**src/rtl/calendar_counter.sv**
```systemverilog
// Day/month/year calendar counter for the digital clock.
// Advances one day per tick (midnight carry from the time-of-day chain). Month lengths are
// either Gregorian with leap years (FIXED_DAYS = 0) or a single fixed length for every month.
// A parallel load is validated against the loaded month/year before it is accepted.
//
// Ports:
//   clk          rising-edge clock
//   clear_n      asynchronous active-low reset (state -> 1/1/0, pulses cleared)
//   tick         advance one day (single-cycle pulse)
//   load         parallel load request, takes priority over tick (a coincident tick is dropped)
//   ld_day       day to load, 1-based
//   ld_month     month to load, 1..12
//   ld_year      year offset to load
//   enable       gates databus only; never stalls counting
//   day          current day, 1-based
//   month        current month, 1..12
//   year         current year offset from BASE_YEAR
//   month_carry  1-cycle pulse: month rolled over
//   year_carry   1-cycle pulse: year rolled over
//   year_wrap    1-cycle pulse: year offset wrapped from max to 0
//   load_err     1-cycle pulse: load rejected, state held
//   databus      {year, month, day} when enable, else zero
module calendar_counter #(
  parameter int unsigned YEAR_W     = 7,
  parameter int unsigned BASE_YEAR  = 2000,
  parameter int unsigned FIXED_DAYS = 0
) (
  input  logic              clk,
  input  logic              clear_n,
  input  logic              tick,
  input  logic              load,
  input  logic [4:0]        ld_day,
  input  logic [3:0]        ld_month,
  input  logic [YEAR_W-1:0] ld_year,
  input  logic              enable,
  output logic [4:0]        day,
  output logic [3:0]        month,
  output logic [YEAR_W-1:0] year,
  output logic              month_carry,
  output logic              year_carry,
  output logic              year_wrap,
  output logic              load_err,
  output logic [8+YEAR_W:0] databus
);

  // Length of month m in year offset y.
  function automatic logic [4:0] days_in(input logic [3:0] m, input logic [YEAR_W-1:0] y);
    int unsigned yr;
    logic        leap;
    logic [4:0]  len;
    yr   = BASE_YEAR + 32'(y);
    leap = (((yr % 4) == 0) && ((yr % 100) != 0)) || ((yr % 400) == 0);
    if (FIXED_DAYS != 0) begin
      len = 5'(FIXED_DAYS);
    end else begin
      case (m)
        4'd4, 4'd6, 4'd9, 4'd11: len = 5'd30;
        4'd2:                    len = leap ? 5'd29 : 5'd28;
        default:                 len = 5'd31;
      endcase
    end
    return len;
  endfunction

  logic [4:0]        day_q, day_d;
  logic [3:0]        month_q, month_d;
  logic [YEAR_W-1:0] year_q, year_d;
  logic              month_carry_q, month_carry_d;
  logic              year_carry_q, year_carry_d;
  logic              year_wrap_q, year_wrap_d;
  logic              load_err_q, load_err_d;

  logic [4:0] cur_len;
  logic [4:0] ld_len;
  logic       ld_ok;

  always_comb begin
    cur_len = days_in(month_q, year_q);
    ld_len  = days_in(ld_month, ld_year);
    ld_ok   = (ld_month >= 4'd1) && (ld_month <= 4'd12) &&
              (ld_day >= 5'd1) && (ld_day <= ld_len);
  end

  always_comb begin
    day_d         = day_q;
    month_d       = month_q;
    year_d        = year_q;
    month_carry_d = 1'b0;
    year_carry_d  = 1'b0;
    year_wrap_d   = 1'b0;
    load_err_d    = 1'b0;
    if (load) begin
      if (ld_ok) begin
        day_d   = ld_day;
        month_d = ld_month;
        year_d  = ld_year;
      end else begin
        load_err_d = 1'b1;
      end
    end else if (tick) begin
      if (day_q < cur_len) begin
        day_d = day_q + 5'd1;
      end else begin
        // >= rather than == so a forced out-of-range day still rolls the month.
        day_d         = 5'd1;
        month_carry_d = 1'b1;
        if (month_q >= 4'd12) begin
          month_d      = 4'd1;
          year_carry_d = 1'b1;
          year_d       = year_q + 1'b1;
          year_wrap_d  = &year_q;
        end else begin
          month_d = month_q + 4'd1;
        end
      end
    end
  end

  always_ff @(posedge clk or negedge clear_n) begin
    if (!clear_n) begin
      day_q         <= 5'd1;
      month_q       <= 4'd1;
      year_q        <= '0;
      month_carry_q <= 1'b0;
      year_carry_q  <= 1'b0;
      year_wrap_q   <= 1'b0;
      load_err_q    <= 1'b0;
    end else begin
      day_q         <= day_d;
      month_q       <= month_d;
      year_q        <= year_d;
      month_carry_q <= month_carry_d;
      year_carry_q  <= year_carry_d;
      year_wrap_q   <= year_wrap_d;
      load_err_q    <= load_err_d;
    end
  end

  assign day         = day_q;
  assign month       = month_q;
  assign year        = year_q;
  assign month_carry = month_carry_q;
  assign year_carry  = year_carry_q;
  assign year_wrap   = year_wrap_q;
  assign load_err    = load_err_q;
  assign databus     = enable ? {year_q, month_q, day_q} : '0;

endmodule

```
**config.mk**
```make
export PLATFORM = sky130hd
export DESIGN_NAME = calendar_counter
export DESIGN_NICKNAME = d
export VERILOG_FILES = /design/src/rtl/calendar_counter.sv
export SDC_FILE = /design/constraint.sdc
export NUM_CORES = 1
export LEC_CHECK = 0
export CAP_MARGIN = 0
export CORE_MARGIN = 1.5
export CORE_UTILIZATION = 50
export CTS_CLUSTER_DIAMETER = 40
export DETAILED_ROUTE_END_ITERATION = 6
export HOLD_SLACK_MARGIN = 0.1
export PLACE_DENSITY = 0.87
export SYNTH_ARGS = -nofsm -noshare
export SYNTH_HDL_FRONTEND = slang
export SYNTH_SLANG_ARGS = --single-unit
```
**constraint.sdc**
```tcl
create_clock -name clk -period 5.1 [get_ports clk]
set_input_delay 0.765 -clock clk [delete_from_list [all_inputs] [get_ports clk]]
set_output_delay 0.765 -clock clk [all_outputs]
set_load 0.03 [all_outputs]
```
==> summary.txt, run 1 <==
Floorplan
  • Die W: 100 um
  • Die Y: roughly 100 um
  • Initial core utilization: 0.513
  • Row cnt: 35
  • Ports: 57

Clock tree
  • Worst-case clock buffer depth: 2
  • Clk sinks: 20
  • CTS Buf Count: 3
  • Root Buffer: clkbuf_8
  • H-tree levels: 1
  • Hold-fix buffers at CTS: 0

Status
  • Failing step: global routing
  • Outcome: aborted with a tool error
  • Error Message: [ERROR GRT-0232] Routing congestion too high. Check the congestion heatmap in the GUI.

Placement
  • Post-place setup slack: -2.24 ns
  • IO buf count: 56
  • Cell Area, Placed: between 6000 and 7000 sq um
  • GPL Wtd Cong: 1.01
  • DP Wirelength: 13600 um

Synth
  • EDFF count, synth: 0
  • Synthesized flop and latch total: 20
  • Multiplexer share of the synthesized area: 0.0321
  • Post-Synth Simple-Gate Area: 0.285
  • Mapped Area: 4710 sq um
  • Main flop type after synthesis: dfrtp_1
  • Asr flop ratio synth: 1.00
  • Compound-Gate Fraction of Synth Area: 0.374
  • Main combinational cell family by area after synthesis: compound AO/OA/AOI/OAI gates
  • Commonest cells post-synth: 51 x nand2_1, 42 x a21oi_1, 41 x nor2_1
  • Post-Synth XOR/XNOR Area: 0.0690
  • Synth cell types: approximately 100
  • Top cell type's share of synthesized area: 0.0955
  • Top-count cell post-synth: nand2_1
  • Synth Area in Adders: 0.0658
  • Post-synth top area cell: dfrtp_1
  • Avg Cell Area, Syn: 7.37 sq um
  • Sequential fraction of the synthesis area: 0.107
  • Net Count, Synth: 685
  • Post-Synthesis Cells: 640
  • Synth area leaders: dfrtp_1 9.6%, ha_1 6.4%, a21oi_1 4.5%
  • Yosys warnings: 0

GRT
  • GR Overflow Total: 2
  • Largest net degree at the start of global routing: 23
  • GRT Overall Usage: 0.706

STA
  • Critical endpoint after global-route timing repair: day[2]$_DFFE_PN0P_/D
  • Worst endpoint type: sequential cell input
-- cells by family after synthesis --
kind of cell | Yosys count
and+or+nand+nor | 252
AOI/OAI and AO/OA | 235
buffers and inverters | 65
xor gates and xnor gates | 29
adders and majority gates | 25
DFF | 20
muxes | 14
-- through the flow --
step                TNS, ns  hold slack (ns)  utilization  std cells
floorplan            -18.12            0.469            -        640
global placement     -30.54            0.568        0.732        945
detailed placement   -36.51            0.566        0.732        945
CTS                  -14.98            0.588        0.798        979
-- layer usage --
metal,GRT usage,GRT overflow
met1,0.733,1
met2,0.882,0
met3,0.534,0
met4,0.666,1
met5,0.128,0
-- repair_timing --
action                     4_1_cts
resized for setup               91
buffers inserted                30
setup endpoints to repair       20
pin swaps                       55
==> run 2: changes to the inputs <==
Settings changed: CORE_UTILIZATION 50 to 35, CTS_CLUSTER_DIAMETER 40 to unset, HOLD_SLACK_MARGIN 0.1 to unset, PLACE_DENSITY 0.87 to unset, PLACE_DENSITY_LB_ADDON set to 0.15.
Clock period 5.1 ns to 6.63 ns, I/O delays scaled along.
==> summary.txt, run 2 <==
Status
  • Outcome: finished, final reports clean

STA
  • Max-slew violations: 0
  • Hold Fails Final Rpt: 0
  • Final hold slack: 0.589 ns
  • Max Clk Rate: around 150 MHz
  • Skew final: 0.00183 ns
  • Unrepaired setup endpoints after global routing: true
  • Final setup vio count: 0
  • Slew Limit Headroom: 0.348
  • Setup_tns: 0 ns
  • Worst-margin pin slew: 0.975 ns
  • Period utilization: 0.988
  • Tmin final: 6.55 ns

Power and ir drop
  • Int Pwr: 0.00140 W
  • Sw Ratio: 0.552
  • Comb pwr share: 0.881
  • Clk pwr share: 0.042
  • Seq pwr share: 0.077
  • Power Dens Cells: 480 nW/um^2
  • Leak Pwr: 2.55 nW
  • Worst VDD drop: around 0.00028 V
  • Sw Pwr: 0.00172 W

Routing
  • Vias/cell: about 5.7
  • Drt drc: 0
  • First drt pass iteration count: 5
  • Average wire per standard cell: 16.3 um
  • Vias: 5449
  • Iter 0 DRT Violations: 374
  • Post-route ant nets: 0
  • Detailed Route WL: 15500 um

Placement
  • Cell Area, Placed: 6150 sq um
  • DP Wirelength: 12000 um
  • GPL Wtd Cong: 0.893
  • IO buf count: 56

Cells and area
  • Most frequent cells in the layout: 105 x buf_4, 53 x clkdlybuf4s50_1, 47 x nand2_1
  • Final antenna diode count: 0
  • Max reg flops: 7
  • Final Instance Area: 6490 sq um
  • Share of cells above drive strength 1: 0.275
  • # fillers: ~1.3k
  • FF/Latch Area: about 500 sq um
  • Multi-input logic area: 4170 sq um
  • Area Growth Syn to Fin: 37.8%
  • Nets: 820
  • Commonest non-fill, non-tap cell in the layout: buf_4

Synth
  • Commonest cells post-synth: 51 x nand2_1, 42 x a21oi_1, 41 x nor2_1
  • Mapped Area: 4710 sq um
  • Post-synth top area cell: dfrtp_1
  • Net Count, Synth: between 600 and 700
  • Compound-Gate Fraction of Synth Area: 0.374
  • Yosys warnings: 0
  • EDFF count, synth: 0
  • Synth cell types: approximately 100
  • Avg Cell Area, Syn: 7.37 sq um
  • Synth area leaders: dfrtp_1 9.6%, ha_1 6.4%, a21oi_1 4.5%
  • Post-Synthesis Cells: 640
  • Main flop type after synthesis: dfrtp_1
  • Multiplexer share of the synthesized area: 0.0321
  • Synthesized flop and latch total: 20
  • Top-count cell post-synth: nand2_1
  • Post-Synth XOR/XNOR Area: 0.0690
  • Sequential fraction of the synthesis area: 0.107
  • Main combinational cell family by area after synthesis: compound AO/OA/AOI/OAI gates
  • Post-Synth Simple-Gate Area: 0.285
  • Asr flop ratio synth: 1.00
  • Top cell type's share of synthesized area: 0.0955
  • Synth Area in Adders: 0.0658

Floorplan
  • Die area: 14200 sq um
  • Row cnt: 42
  • Die Y: between 100 and 150 um
  • Core Box Area: between 10000 and 15000 sq um
  • Die W: 119 um
  • Initial core utilization: 0.357
  • Ports: 57

GRT
  • Largest net degree at the start of global routing: 29
  • Vias in the first global route: between 5k and 6k
  • Initial antenna violation count: 0
  • First-pass GRT wire length: approximately 26000 um
  • GR Overflow Total: 0
  • GRT Overall Usage: 0.212

Critical path
  • Critical Path Max Stage Delay: 0.51 ns
  • Crit start category: input port
  • CP Capture Type: flop
  • Setup CP Type: input port to flop
  • Required @ worst endpoint: 6.82 ns
  • Max stage delay cell, worst path: or4_1
  • CP Max Fanout: 9
  • R2R Setup Slk: 0.42 ns
  • Arrival @ worst endpoint: 6.74 ns

Clock tree
  • Root Buffer: clkbuf_16
  • Clock-pin slew on the worst setup and hold paths: 0.06 ns
  • H-tree levels: 1
  • Worst-case clock buffer depth: 2
  • Clk sinks: 20
  • CTS Buf Count: 3
  • Worst skew pair latency: roughly 0.26 ns
  • TritonCTS clock tree: done

Flow run
  • Max-Cap Viols: 0

Hold path
  • Worst min-delay path class: flop to flop
## run 2: cell counts after synthesis
Identical to the previous run, type by type.
## run 2: cell families (layout without fill, tap and decap cells)
family	count (synthesis)	count (layout)
AND/OR/NAND/NOR	252	252
flip-flops	20	20
multiplexers	14	14
adder cells (fa/ha/maj)	25	25
XOR/XNOR	29	29
buffers and inverters	65	199
AO/OA/AOI/OAI	235	235
## run 2: timing repair
action / CTS / global route
hold buffers: 0 / 0
endpoints found under the hold margin: 0 / 0
gates resized for setup: 11 / 42
pin swaps: 7 / 31
setup endpoints to repair: 16 / 19
setup buffers: 5 / 11
## run 2: worst paths after layout
path                                     startpoint              endpoint  cells after the start
min in group asynchronous                   clear_n   year_wrap$_DFF_PN0_                      1
worst min-delay path             day[0]$_DFFE_PN1P_    day[0]$_DFFE_PN1P_                      1
max in group asynchronous                   clear_n   year[6]$_DFFE_PN0P_                      1
worst max register to register  year[4]$_DFFE_PN0P_   year[3]$_DFFE_PN0P_                     24
worst max-delay path                     ld_year[5]  month[0]$_DFFE_PN1P_                     33
worst min register to register   day[0]$_DFFE_PN1P_    day[0]$_DFFE_PN1P_                      1
## run 2: final cells by class
cell class / count / area share
sequential: 20 / 0.0774
clock buffer: 4 / 0.0121
tap: 176 / 0.0339
timing repair buffer: 166 / 0.217
inverter: 29 / 0.0179
multi-input combinational: 555 / 0.642
## run 2: worst max-delay path: cells and delay by family
family / cells / cell delay, ns
buffers and inverters: 7 / 0.96
adder cells (fa/ha/maj): 4 / 0.78
AO/OA/AOI/OAI: 13 / 2.33
AND/OR/NAND/NOR: 6 / 0.91
multiplexers: 2 / 0.49
XOR/XNOR: 1 / 0.23
## run 2: routing by layer
metal  wire length (um)  up-vias  global-route usage  share of wire
met5                  0        -                   0              0
met4                172        0              0.0331          0.011
met3                555       19              0.0110          0.036
met2               7530      156               0.368           0.49
met1               7200     2574               0.296           0.47
li1                   -     2700                   -              -
## run 2: per-stage QoR
stage,total power [W],worst slack (ns),std cells,util
floorplan,0.00224,0.0578,640,-
global placement,0.00284,-0.587,930,0.466
detailed placement,0.00286,-0.690,930,0.466
CTS,0.00302,0.0217,939,0.477
global route,0.00335,-0.262,950,0.492
finish,0.00312,0.0777,950,0.492
## run 2: power by group through the flow
stage          clock (W)  sequential (W)  combinational (W)
2_1_floorplan          0        0.000262            0.00198
6_report        0.000132        0.000240            0.00275
3_3_place_gp           0        0.000238            0.00260
3_5_place_dp           0        0.000240            0.00262
4_1_cts         0.000133        0.000238            0.00265
5_1_grt         0.000140        0.000247            0.00296
Note: power is estimated with default switching activity, not from simulation.
